==> config.mk <==
export PLATFORM = sky130hd
export DESIGN_NAME = fifo_sync_prog
export DESIGN_NICKNAME = d
export VERILOG_FILES = /design/src/rtl/fifo_pkg.sv /design/src/rtl/fifo_mem.sv /design/src/rtl/fifo_sync_prog.sv
export SDC_FILE = /design/constraint.sdc
export NUM_CORES = 1
export LEC_CHECK = 0
export ABC_AREA = 1
export CORE_ASPECT_RATIO = 1.25
export CORE_MARGIN = 1
export CORE_UTILIZATION = 28
export CTS_CLUSTER_SIZE = 8
export DETAILED_ROUTE_END_ITERATION = 8
export DONT_BUFFER_PORTS = 1
export GPL_ROUTABILITY_DRIVEN = 0
export GPL_TIMING_DRIVEN = 0
export SLEW_MARGIN = 20
export SYNTH_ARGS = -nofsm -noshare
export SYNTH_HDL_FRONTEND = slang
export SYNTH_HIERARCHICAL = 1
export SYNTH_SLANG_ARGS = --single-unit
export TNS_END_PERCENT = 1
==> constraint.sdc <==
create_clock -name clk -period 2.4 [get_ports clk]
set_input_delay 0.48 -clock clk [delete_from_list [all_inputs] [get_ports clk]]
set_output_delay 0.48 -clock clk [all_outputs]
set_load 0.1 [all_outputs]
==> src/rtl/fifo_pkg.sv <==
// Shared defaults, read-mode enum and width helpers for the programmable sync FIFO.
// Pure declarations; no logic, no latency, no flow control.
// Imported by fifo_sync_prog and fifo_mem.
package fifo_pkg;

   localparam int DEF_FIFO_WIDTH = 16;
   localparam int DEF_FIFO_DEPTH = 8;

   typedef enum logic {
      STD  = 1'b0,
      FWFT = 1'b1
   } fifo_mode_e;

   // A two-entry FIFO still needs one address bit.
   function automatic int calc_addr_w(input int depth);
      return (depth <= 2) ? 1 : $clog2(depth);
   endfunction

   function automatic int calc_cnt_w(input int depth);
      return $clog2(depth + 1);
   endfunction

endpackage

==> src/rtl/fifo_mem.sv <==
// Register array with one synchronous write port and one asynchronous read port.
// Latency: write lands on the clock edge; read data is combinational from raddr.
// No flow control; the caller gates we.
module fifo_mem
   import fifo_pkg::*;
#(
   parameter int WIDTH  = DEF_FIFO_WIDTH,
   parameter int DEPTH  = DEF_FIFO_DEPTH,
   parameter int ADDR_W = calc_addr_w(DEPTH)
) (
   input  logic              clk,
   input  logic              we,
   input  logic [ADDR_W-1:0] waddr,
   input  logic [WIDTH-1:0]  wdata,
   input  logic [ADDR_W-1:0] raddr,
   output logic [WIDTH-1:0]  rdata
);

   logic [WIDTH-1:0] mem [DEPTH];

   always_ff @(posedge clk) begin
      if (we) mem[waddr] <= wdata;
   end

   assign rdata = mem[raddr];

endmodule

==> src/rtl/fifo_sync_prog.sv <==
// Single-clock FIFO with occupancy count, live almost-full/empty thresholds, flush and STD/FWFT read.
// Latency: STD read data 1 cycle after rd_en; FWFT head visible the cycle after it is written.
// Backpressure: writes to a full FIFO are dropped (overflow) unless a read frees a slot that cycle.
module fifo_sync_prog
   import fifo_pkg::*;
#(
   parameter int FIFO_WIDTH = DEF_FIFO_WIDTH,
   parameter int FIFO_DEPTH = DEF_FIFO_DEPTH,
   parameter int FWFT       = 0,
   localparam int ADDR_W    = calc_addr_w(FIFO_DEPTH),
   localparam int CNT_W     = calc_cnt_w(FIFO_DEPTH)
) (
   input  logic                  clk,
   input  logic                  rst_n,
   input  logic [FIFO_WIDTH-1:0] data_in,
   input  logic                  wr_en,
   input  logic                  rd_en,
   input  logic                  flush,
   input  logic [CNT_W-1:0]      af_thresh,
   input  logic [CNT_W-1:0]      ae_thresh,
   output logic [FIFO_WIDTH-1:0] data_out,
   output logic                  rd_valid,
   output logic                  wr_ack,
   output logic                  overflow,
   output logic                  underflow,
   output logic                  full,
   output logic                  empty,
   output logic                  almostfull,
   output logic                  almostempty,
   output logic [CNT_W-1:0]      count
);

   localparam fifo_mode_e MODE = (FWFT != 0) ? fifo_pkg::FWFT : fifo_pkg::STD;

   logic [ADDR_W-1:0]     wr_ptr, rd_ptr;
   logic [CNT_W-1:0]      cnt;
   logic [FIFO_WIDTH-1:0] mem_rdata;
   logic                  wr_acc, rd_acc;
   logic                  wr_ack_q, ovf_q, udf_q;

   function automatic logic [ADDR_W-1:0] ptr_inc(input logic [ADDR_W-1:0] p);
      return (p == ADDR_W'(FIFO_DEPTH - 1)) ? '0 : p + 1'b1;
   endfunction

   assign full   = (cnt == CNT_W'(FIFO_DEPTH));
   assign empty  = (cnt == '0);
   assign rd_acc = rd_en & ~empty;
   // A read in the same cycle frees the slot, so a full FIFO still takes the write.
   assign wr_acc = wr_en & (~full | rd_acc);

   // cnt never exceeds FIFO_DEPTH, so threshold 0 / >DEPTH cases fall out of the compares.
   assign almostfull  = (cnt >= af_thresh);
   assign almostempty = (cnt <= ae_thresh);
   assign count       = cnt;
   assign wr_ack      = wr_ack_q;
   assign overflow    = ovf_q;
   assign underflow   = udf_q;

   fifo_mem #(
      .WIDTH  (FIFO_WIDTH),
      .DEPTH  (FIFO_DEPTH),
      .ADDR_W (ADDR_W)
   ) u_mem (
      .clk   (clk),
      .we    (wr_acc & rst_n & ~flush),
      .waddr (wr_ptr),
      .wdata (data_in),
      .raddr (rd_ptr),
      .rdata (mem_rdata)
   );

   always_ff @(posedge clk) begin
      if (!rst_n || flush) begin
         wr_ptr   <= '0;
         rd_ptr   <= '0;
         cnt      <= '0;
         wr_ack_q <= 1'b0;
         ovf_q    <= 1'b0;
         udf_q    <= 1'b0;
      end else begin
         if (wr_acc) wr_ptr <= ptr_inc(wr_ptr);
         if (rd_acc) rd_ptr <= ptr_inc(rd_ptr);
         case ({wr_acc, rd_acc})
            2'b10:   cnt <= cnt + 1'b1;
            2'b01:   cnt <= cnt - 1'b1;
            default: cnt <= cnt;
         endcase
         wr_ack_q <= wr_acc;
         ovf_q    <= wr_en & ~wr_acc;
         udf_q    <= rd_en & ~rd_acc;
      end
   end

   if (MODE == fifo_pkg::FWFT) begin : g_fwft
      assign data_out = empty ? '0 : mem_rdata;
      assign rd_valid = ~empty;
   end else begin : g_std
      logic [FIFO_WIDTH-1:0] dout_q;
      logic                  vld_q;

      // Flush leaves the last read word on data_out.
      always_ff @(posedge clk) begin
         if (!rst_n) begin
            dout_q <= '0;
            vld_q  <= 1'b0;
         end else if (flush) begin
            vld_q  <= 1'b0;
         end else begin
            vld_q <= rd_acc;
            if (rd_acc) dout_q <= mem_rdata;
         end
      end

      assign data_out = dout_q;
      assign rd_valid = vld_q;
   end

endmodule

==> summary.md, run 1 <==
| Metric | Value |
|---|---|
| Worst-skew pair later-pin latency | `0.42 ns` |
| Final setup margin | `-0.0460 ns` |
| Crit path DAT | `1.97 ns` |
| Asr flop ratio synth | `0%` |
| Initial DRC count | `318` |
| Worst setup EP type | `primary output` |
| Failing checks | `setup timing` |
| Worst Hold Class | `in -> reg` |
| Adder-Cell Fraction of Synth Area | `2.73%` |
| Layout cells sized above 1 | `12.9%` |
| Initial antenna violation count | `0` |
| Syn nets | `802` |
| Status | `finished with violations` |
| Total Power | `6270 µW` |
| Hold_ws | `0.146 ns` |
| Syn avg cell area | `9.43 µm²` |
| CTS clk-pin slew, worst paths | `0.07 ns` |
| Critical path class | `reg -> out` |
| Power Dens Cells | `741 nW/µm²` |
| Prevailing post-synth register cell | `edfxtp_1` |
| Maximum buffer depth of the clock tree | `2` |
| Main combinational cell family by area after synthesis | `simple AND/OR/NAND/NOR gates` |
| Reg area | `4460 µm²` |
| Pre-antenna DRT Iters | `5` |
| Final net count | `832` |
| Fin. Hold Viols | `0` |
| H-tree depth | `4` |
| Unrepaired setup endpoints after global routing | `yes` |
| Buffers on Ports | `0` |
| Post-synthesis register bit count | `158` |
| WHS Path Cells | `0` |
| Worst IR Drop VDD | `0.000403 V` |
| Worst r2r path cells | `9` |
| Compound-Gate Fraction of Synth Area | `2.38%` |
| Post-Synth XOR/XNOR Area | `0.123%` |
| Max_slew headroom | `30.4%` |
| Number of flops mapped to enable cells by yosys | `128` |
| CTS tree | `built` |
| DRT antenna net count | `0` |
| # diodes | `0` |
| Row cnt | `65` |
| Final setup viols | `2` |
| Post-Synth Simple-Gate Area | `21.5%` |
| Post-DP HPWL | `11.2 mm` |
| Worst Clk Skew | `0.0110 ns` |
| Cell variety after synth | `28` |
| Fill cell count | `2,476` |
| Sink Count | `158` |
| CTS Hold Bufs | `0` |
| Total of max-cap violations | `0` |
| Post-layout min period | `2.45 ns` |
| Total CTS buffers | `17` |
| Final WL | `16.6 mm` |
| Vias | `4,773` |
| Die area | `26,200 µm²` |
| Root buf cell | `clkbuf_16` |
| Height of the die | `181 µm` |
| First-pass GRT wire length | `25.2 mm` |
| Setup_tns | `-0.0647 ns` |
| WL per Instance | `14.6 µm` |
| Startpoint Class | `flip-flop` |
| I/O pins | `57` |
| F_max | `409 MHz` |
| Core ar. | `25,100 µm²` |
| Tcrit/Tclk final | `102%` |
| Placed cells | `1,101` |
| Multi-input gate area | `2050 µm²` |
| Residual DRC count | `0` |
| Mux cell area share after synthesis | `0%` |
| Avg Vias per Cell | `4.20` |
| Pin count of the biggest net entering global routing | `17` |
| Final slew viol count | `0` |
| Initial Util | `28.4%` |
| Leakage power | `0.00377 µW` |
| Crit Path Max Fanout | `7` |
| Vias in the first global route | `4,628` |
| Data required, critical path | `1.92 ns` |
| Sequential-to-total area share from yosys stat | `62.2%` |
| Die Wd | `145 µm` |
| Post-Layout Cell Count | `1,136` |
| Post-Syn Area | `7150 µm²` |
| Synth warn | `6` |
| Area growth from synthesis to layout | `18.5%` |
| Worst Tran Pin Value | `1.04 ns` |
| Cells after synthesis | `758` |
| Grt ovf | `0` |
| Util after Layout | `33.7%` |
| GRT Total Usage | `13.4%` |
Yosys cell counts (2+ instances only):
master	count	area, µm²
buf_2	12	60.1
nand4_1	2	12.5
nor2_1	50	188
nor2_2	4	25.0
nand2_4	2	22.5
nor3_1	2	10.0
edfxtp_1	128	3840
nand2_1	228	856
dfxtp_1	30	601
buf_6	9	101
o21ai_1	4	20.0
nand3_1	75	375
ha_1	14	175
o21ai_0	18	90.1
buf_4	4	30.0
inv_1	156	586
a21oi_1	9	45.0
critical path: stages (launching register included):
cell      delay, ns
dfxtp_4        0.61
ha_4           0.27
inv_1          0.05
nor2_1         0.03
o211ai_1       0.25
nand3_4        0.32
metrics by stage:
stage               worst slack (ns)  cell area [µm²]
floorplan                    -0.0568             7170
global placement              -0.934             7590
detailed placement            -0.342             7710
CTS                          -0.0785             8390
global route                  -0.131             8470
finish                       -0.0460             8470
power breakdown:
part           leakage (µW)  internal [µW]  switching, µW
clock              0.000293           1530           1160
sequential          0.00140           3000            210
combinational       0.00208            114            267
flip-flops by register name, indices dropped and copies added, names as in the netlist:
| name | count |
|---|---|
| u_mem/mem | 128 |
| data_out | 16 |
| count | 4 |
| rd_ptr | 3 |
| wr_ptr | 3 |
| overflow | 1 |
| rd_valid | 1 |
| underflow | 1 |
| wr_ack | 1 |
repair_timing:
| item | 4_1_cts | 5_1_grt |
|---|---|---|
| buffers inserted | 1 | 2 |
| pin swaps | 5 | 4 |
| resized for setup | 15 | 10 |
| gates cloned | 0 | 0 |
| endpoints found under the setup margin | 122 | 89 |
cell type report:
cell class | instances | share of cell area [%]
Clock inverter | 14 | 1.71
Sequential cell | 158 | 52.7
Tap cell | 335 | 4.95
Timing Repair Buffer | 11 | 1.74
Buffer | 26 | 2.31
Inverter | 158 | 7.06
Multi-Input combinational cell | 416 | 24.2
Clock buffer | 18 | 5.32
placed cells by master, fill, tap and decap left out, types with 3 or more instances in the layout:
| master | count |
|---|---|
| dfxtp_1 | 26 |
| dfxtp_4 | 4 |
| ha_1 | 10 |
| ha_4 | 4 |
| inv_1 | 154 |
| nand2_2 | 3 |
| o21ai_1 | 5 |
| nand3_1 | 74 |
| edfxtp_1 | 128 |
| inv_6 | 7 |
| clkbuf_16 | 18 |
| a21oi_1 | 9 |
| buf_2 | 12 |
| nor2_4 | 8 |
| buf_8 | 6 |
| buf_6 | 11 |
| nand2_1 | 225 |
| nor2_2 | 5 |
| nor2_1 | 42 |
| buf_4 | 6 |
| nand2_4 | 3 |
| o21ai_0 | 16 |
metal layers:
layer	wire length [µm]	GRT usage, %	part of all wire (%)	vias up
li1	-	-	-	2435
met1	6440	14.7	39	2194
met2	8740	23.7	53	122
met3	1040	3.85	6.2	22
met4	364	5.85	2.2	0
met5	0	0	0	-
worst paths after layout:
check | endpoint | from | slack, ns
worst min register to register | rd_ptr[2]$_SDFFE_PP0N_ | rd_ptr[2]$_SDFFE_PP0N_ | 0.49
worst min-delay path | u_mem/mem[1][12]$_DFFE_PP_ | data_in[12] | 0.15
worst max register to register | u_mem/mem[6][4]$_DFFE_PP_ | count[2]$_SDFFE_PP0P_ | 0.10
worst max-delay path | almostfull | count[1]$_SDFFE_PP0P_ | -0.05
cell families after synthesis:
| family | count (synthesis) |
|---|---|
| xor gates and xnor gates | 1 |
| buffers and inverters | 184 |
| and+or+nand+nor | 367 |
| DFF | 158 |
| AOI/OAI and AO/OA | 33 |
| adders and majority gates | 15 |
Power figures use the tool's default switching activity.
==> run 2: changes to the inputs <==
--- a/config.mk
+++ b/config.mk
@@ -6,14 +6,17 @@
 export NUM_CORES = 1
 export LEC_CHECK = 0
 export ABC_AREA = 1
+export CELL_PAD_IN_SITES_DETAIL_PLACEMENT = 0
+export CELL_PAD_IN_SITES_GLOBAL_PLACEMENT = 1
 export CORE_ASPECT_RATIO = 1.25
 export CORE_MARGIN = 1
-export CORE_UTILIZATION = 28
+export CORE_UTILIZATION = 45
 export CTS_CLUSTER_SIZE = 8
 export DETAILED_ROUTE_END_ITERATION = 8
 export DONT_BUFFER_PORTS = 1
 export GPL_ROUTABILITY_DRIVEN = 0
 export GPL_TIMING_DRIVEN = 0
+export PLACE_DENSITY_LB_ADDON = 0.1
 export SLEW_MARGIN = 20
 export SYNTH_ARGS = -nofsm -noshare
 export SYNTH_HDL_FRONTEND = slang
==> run 2 against run 1 <==
Effect of this change: the flow still finishes with violations (setup timing); flip-flop and latch count did not move; sequential share of layout area increased by 2.0 points; cell area shrank 3.7%; routed wire length decreased by 0.52%; sequential power hardly changed; final cell count decreased by 11%; worst setup slack better by 0.0035 ns; critical path type unchanged; critical endpoint is now almostempty; highest routed layer unchanged.
==> summary.md, run 2 (synthesized netlist as in run 1, its figures left out) <==
| Metric | Value |
|---|---|
| Failing checks | `setup timing` |
| Total CTS buffers | `17 (unchanged)` |
| Post-Layout Cell Count | `1,011 (-11%)` |
| Tcrit/Tclk final | `102% (-0.14 points)` |
| CTS tree | `built` |
| # diodes | `0 (unchanged)` |
| Height of the die | `143 µm (-21%)` |
| Total of max-cap violations | `0 (unchanged)` |
| H-tree depth | `4 (unchanged)` |
| Max_slew headroom | `34.3% (+3.9 points)` |
| WHS Path Cells | `0 (unchanged)` |
| Worst Tran Pin Value | `0.983 ns (-0.0590 ns)` |
| Final setup margin | `-0.0426 ns (+0.00345 ns)` |
| Worst Clk Skew | `0.00686 ns (-0.00413 ns)` |
| Post-layout min period | `2.44 ns (-0.00345 ns)` |
| Root buf cell | `clkbuf_16` |
| Sink Count | `158 (unchanged)` |
| Unrepaired setup endpoints after global routing | `yes` |
| Die Wd | `115 µm (-21%)` |
| Worst r2r path cells | `9 (unchanged)` |
| Max reg flops | `128 (unchanged)` |
| Residual DRC count | `0 (unchanged)` |
| Crit path DAT | `1.96 ns (about the same)` |
| Grt ovf | `0 (unchanged)` |
| Initial antenna violation count | `0 (unchanged)` |
| Post-DP HPWL | `11.2 mm (+0.35%)` |
| Most common cell after layout, fill and taps aside | `nand2_1` |
| Critical path class | `reg -> out` |
| Final setup viols | `2 (unchanged)` |
| Worst-path cell chain | `inv_4 -> ha_4 -> nand2_4 -> o21ai_4` |
| Avg Vias per Cell | `4.74 (+13%)` |
| Placed cells | `978 (-11%)` |
| Largest Register | `u_mem/mem` |
| First-pass GRT wire length | `25.6 mm (+1.5%)` |
| WL per Instance | `16.3 µm (+12%)` |
| Status | `finished with violations` |
| Initial Util | `45.9% (+17 points)` |
| Vias in the first global route | `4,789 (+3.5%)` |
| Worst-skew pair later-pin latency | `0.42 ns (about the same)` |
| Row cnt | `51 (-22%)` |
| Worst Hold Class | `in -> reg` |
| Startpoint Class | `flip-flop` |
| I/O pins | `57 (unchanged)` |
| Area growth from synthesis to layout | `14.1%` |
| Core ar. | `15,600 µm² (-38%)` |
| Final net count | `830 (-0.24%)` |
| Initial DRC count | `269 (-15%)` |
| Max stage delay cell, worst path | `dfxtp_4` |
| Worst setup EP type | `primary output` |
| Final slew viol count | `0 (unchanged)` |
| Data required, critical path | `1.92 ns (about the same)` |
| Pin count of the biggest net entering global routing | `17 (unchanged)` |
| Maximum buffer depth of the clock tree | `2 (unchanged)` |
| Slowest stage delay, CP | `0.58 ns (-0.03 ns)` |
| Worst IR Drop VDD | `0.000419 V (+4.0%)` |
| Layout cells sized above 1 | `11.3% (-1.6 points)` |
| Power Dens Cells | `724 nW/µm² (-2.3%)` |
| Crit Path Max Fanout | `5 (-2)` |
| Die area | `16,400 µm² (-37%)` |
| DRT antenna net count | `0 (unchanged)` |
| Final WL | `16.5 mm (-0.52%)` |
| Leakage power | `0.00371 µW (-1.6%)` |
| Vias | `4,795 (+0.46%)` |
| Pre-antenna DRT Iters | `6 (+1)` |
| Buffers on Ports | `0 (unchanged)` |
| GRT Total Usage | `22.0% (+8.6 points)` |
| Util after Layout | `52.4% (+19 points)` |
| Fin. Hold Viols | `0 (unchanged)` |
| Fill cell count | `1,434 (-42%)` |
| Most frequent cells in the layout | `227 x nand2_1, 155 x inv_1, 128 x edfxtp_1, 74 x nand3_1, 42 x nor2_1` |
| F_max | `409 MHz (+0.14%)` |
| CTS clk-pin slew, worst paths | `0.06 ns (about the same)` |
## run 2: what timing repair did
item | CTS | global route
gates resized for setup | 15 | 0
hold buffers | 0 | 0
pin swaps | 5 | 2
buffers inserted | 1 | 0
endpoints found under the setup margin | 122 | 80
## run 2: path summary, 6_finish.rpt
check                               from                          to  slack, ns
setup / recovery   count[0]$_SDFFE_PP0P_                 almostempty      -0.04
hold reg to reg   rd_ptr[2]$_SDFFE_PP0N_      rd_ptr[2]$_SDFFE_PP0N_       0.48
setup reg to reg   count[2]$_SDFFE_PP0P_   u_mem/mem[7][9]$_DFFE_PP_       0.01
hold / removal               data_in[10]  u_mem/mem[6][10]$_DFFE_PP_       0.15
## run 2: layout make-up
cell class	count	area, µm²	area share, %
well taps	212	265	3.25
repair buffers	9	120	1.47
plain buffers	26	195	2.39
inverters	158	598	7.33
clock buffers	19	433	5.31
clock inverters	13	76.3	0.936
multi-input cells	416	2010	24.6
flip-flops and latches	158	4460	54.7
## run 2: per-stage QoR
stage	hold WS [ns]	total power (µW)	setup TNS, ns	setup WS (ns)	area (µm²)
5_1_grt	0.130	6110	-7.85	-0.166	8150
4_1_cts	0.128	5960	-0.400	-0.0696	8150
6_report	0.147	5910	-0.0734	-0.0426	8150
2_1_floorplan	0.455	3540	-6.36	-0.0568	7170
3_3_place_gp	0.470	3620	-115.21	-0.989	7430
3_5_place_dp	0.473	3630	-18.42	-0.290	7560
## run 2: power breakdown
part           internal, µW  switching [µW]
logic                   110             269
registers              3000             206
clock network          1300            1020
## run 2: layer usage
| metal | wire [µm] | global-route usage [%] | part of all wire [%] | vias to the layer above |
|---|---|---|---|---|
| met1 | 6780 | 25.3 | 41 | 2250 |
| met3 | 545 | 3.90 | 3.3 | 21 |
| met4 | 382 | 10.5 | 2.3 | 0 |
| met5 | 0 | 0 | 0 | - |
| met2 | 8790 | 39.6 | 53 | 86 |
| li1 | - | - | - | 2438 |
## run 2: worst max-delay path, delay by kind of cell, from the launching register on
kind                     cells  cell delay [ns]
buffers and inverters        1             0.07
AND/OR/NAND/NOR              1             0.05
adder cells (fa/ha/maj)      1             0.28
AO/OA/AOI/OAI                1             0.57
flip-flops                   1             0.58
==> run 3: changes to the inputs <==
--- a/config.mk
+++ b/config.mk
@@ -13,7 +13,6 @@
 export CORE_UTILIZATION = 45
 export CTS_CLUSTER_SIZE = 8
 export DETAILED_ROUTE_END_ITERATION = 8
-export DONT_BUFFER_PORTS = 1
 export GPL_ROUTABILITY_DRIVEN = 0
 export GPL_TIMING_DRIVEN = 0
 export PLACE_DENSITY_LB_ADDON = 0.1
==> run 3 against run 2 <==
Effect of this change: non-clock buffer count rose by 55; global-route usage rose by 0.49 points; cell area rose by 8.5%; fmax rose by 3.7%; the run now ends clean; critical path type unchanged; largest cell class unchanged.
==> summary.md, run 3 (synthesized netlist as in run 1, its figures left out) <==
| Metric | Value |
|---|---|
| # diodes | `0 (unchanged)` |
| Data required, critical path | `1.92 ns (about the same)` |
| Worst-path cell chain | `clkdlybuf4s50_1` |
| Slowest stage delay, CP | `1.13 ns (+0.55 ns)` |
| Critical path class | `reg -> out` |
| Hold_ws | `0.492 ns (+0.345 ns)` |
| GRT Total Usage | `22.5% (+0.49 points)` |
| Die area | `16,400 µm² (unchanged)` |
| Crit path DAT | `1.88 ns (-0.08 ns)` |
| CP Buf/Inv Count | `1 (unchanged)` |
| Most common cell after layout, fill and taps aside | `nand2_1` |
| First-pass GRT wire length | `26.3 mm (+2.8%)` |
| WL per Instance | `15.9 µm (-2.6%)` |
| Fill cell count | `1,394 (-2.8%)` |
| Worst Hold Class | `reg -> reg` |
| Layout cells sized above 1 | `11.4% (+0.094 points)` |
| DP Worst Slack | `-0.879 ns (-0.589 ns)` |
| Grt ovf | `0 (unchanged)` |
| Total of max-cap violations | `0 (unchanged)` |
| Post-Layout Cell Count | `1,066 (+5.4%)` |
| Startpoint Class | `flip-flop` |
| I/O pins | `57 (unchanged)` |
| Final setup margin | `0.0437 ns (+0.0862 ns)` |
| Fin. Hold Viols | `0 (unchanged)` |
| Initial Util | `45.9% (unchanged)` |
| Final setup viols | `0 (-2)` |
| Max reg flops | `128 (unchanged)` |
| H-tree depth | `4 (unchanged)` |
| Height of the die | `143 µm (unchanged)` |
| F_max | `424 MHz (+3.7%)` |
| Final WL | `16.9 mm (+2.7%)` |
| Post-DP HPWL | `11.7 mm (+4.4%)` |
| DRT antenna net count | `0 (unchanged)` |
| Initial DRC count | `352 (+31%)` |
| Max_slew headroom | `33.8% (-0.53 points)` |
| Final slew viol count | `0 (unchanged)` |
| Util after Layout | `56.8% (+4.4 points)` |
| Worst Clk Skew | `0.00729 ns (+0.000423 ns)` |
| Unrepaired setup endpoints after global routing | `no` |
| Largest Register | `u_mem/mem` |
| Worst setup EP type | `primary output` |
| Die Wd | `115 µm (unchanged)` |
| Placed cells | `1,034 (+5.7%)` |
| Vias | `5,091 (+6.2%)` |
| Max stage delay cell, worst path | `clkdlybuf4s50_1` |
| Sink Count | `158 (unchanged)` |
| Crit Path Max Fanout | `2 (-3)` |
| Worst-skew pair later-pin latency | `0.42 ns (about the same)` |
| Worst IR Drop VDD | `0.000399 V (-4.9%)` |
| Initial antenna violation count | `0 (unchanged)` |
| Total CTS buffers | `17 (unchanged)` |
| Most frequent cells in the layout | `226 x nand2_1, 156 x inv_1, 128 x edfxtp_1, 74 x nand3_1, 41 x nor2_1` |
| Pre-antenna DRT Iters | `4 (-2)` |
| Avg Vias per Cell | `4.78 (+0.70%)` |
| Tcrit/Tclk final | `98.2% (-3.6 points)` |
| Pin count of the biggest net entering global routing | `17 (unchanged)` |
| Postcts setup bufs | `0 (-1)` |
| Power Dens Cells | `731 nW/µm² (+0.94%)` |
| Post-route cell area | `8850 µm² (+8.5%)` |
| Maximum buffer depth of the clock tree | `2 (unchanged)` |
| Core ar. | `15,600 µm² (unchanged)` |
| Buffers on Ports | `56 (+56)` |
| Leakage power | `0.00419 µW (+13%)` |
| Area growth from synthesis to layout | `23.8%` |
| Root buf cell | `clkbuf_16` |
| CTS clk-pin slew, worst paths | `0.06 ns (about the same)` |
| Status | `finished clean` |
| Vias in the first global route | `5,007 (+4.6%)` |
| Residual DRC count | `0 (unchanged)` |
| CTS Hold Bufs | `0 (unchanged)` |
| CTS tree | `built` |
| CP delay by family, top | `buffers and inverters` |
| Placed cell areas | `8130 µm² (+7.5%)` |
| Row cnt | `51 (unchanged)` |
| Final net count | `885 (+6.6%)` |
| Post-layout min period | `2.36 ns (-0.0862 ns)` |
| Worst Tran Pin Value | `0.990 ns (+0.00618 ns)` |
-- run 3: worst paths after layout --
| check | start | endpoint | slack, ns | cells after the start |
|---|---|---|---|---|
| setup / recovery | data_out[6]$_SDFFE_PN0P_ | data_out[6] | 0.04 | 1 |
| hold / removal | data_out[12]$_SDFFE_PN0P_ | data_out[12]$_SDFFE_PN0P_ | 0.49 | 2 |
| setup reg to reg | count[1]$_SDFFE_PP0P_ | u_mem/mem[2][14]$_DFFE_PP_ | 0.33 | 9 |
| hold reg to reg | data_out[12]$_SDFFE_PN0P_ | data_out[12]$_SDFFE_PN0P_ | 0.49 | 2 |
-- run 3: what timing repair did --
action	4_1_cts	5_1_grt
endpoints found under the setup margin	134	69
pin swaps	1	4
resized for setup	37	18
endpoints found under the hold margin	0	0
-- run 3: where the power goes --
part	switching, µW	internal, µW
Combinational	493	193
Clock	1050	1710
Sequential	25.6	3000
-- run 3: cell type report --
class | count | area (µm²) | area share, %
clock buffer | 25 | 517 | 5.84
inverter | 158 | 596 | 6.73
timing repair buffer | 64 | 709 | 8.02
clock inverter | 7 | 98.8 | 1.12
multi-input combinational | 416 | 2020 | 22.8
sequential | 158 | 4450 | 50.3
buffer | 26 | 195 | 2.21
tap | 212 | 265 | 3.00
-- run 3: metal layers --
metal / track usage (%) / part of all wire, % / vias to the layer above
met5: 0 / 0 / -
met3: 3.90 / 3.9 / 31
met2: 40.8 / 53 / 120
met1: 25.8 / 40 / 2397
met4: 10.4 / 2.7 / 0
li1: - / - / 2543
-- run 3: through the flow --
step,setup TNS [ns],total power [µW]
final,0,6470
after global routing,0,6680
after CTS,0,6510
after detailed placement,-78.17,3770
after global placement,-174.23,3750
after floorplan,-6.36,3540
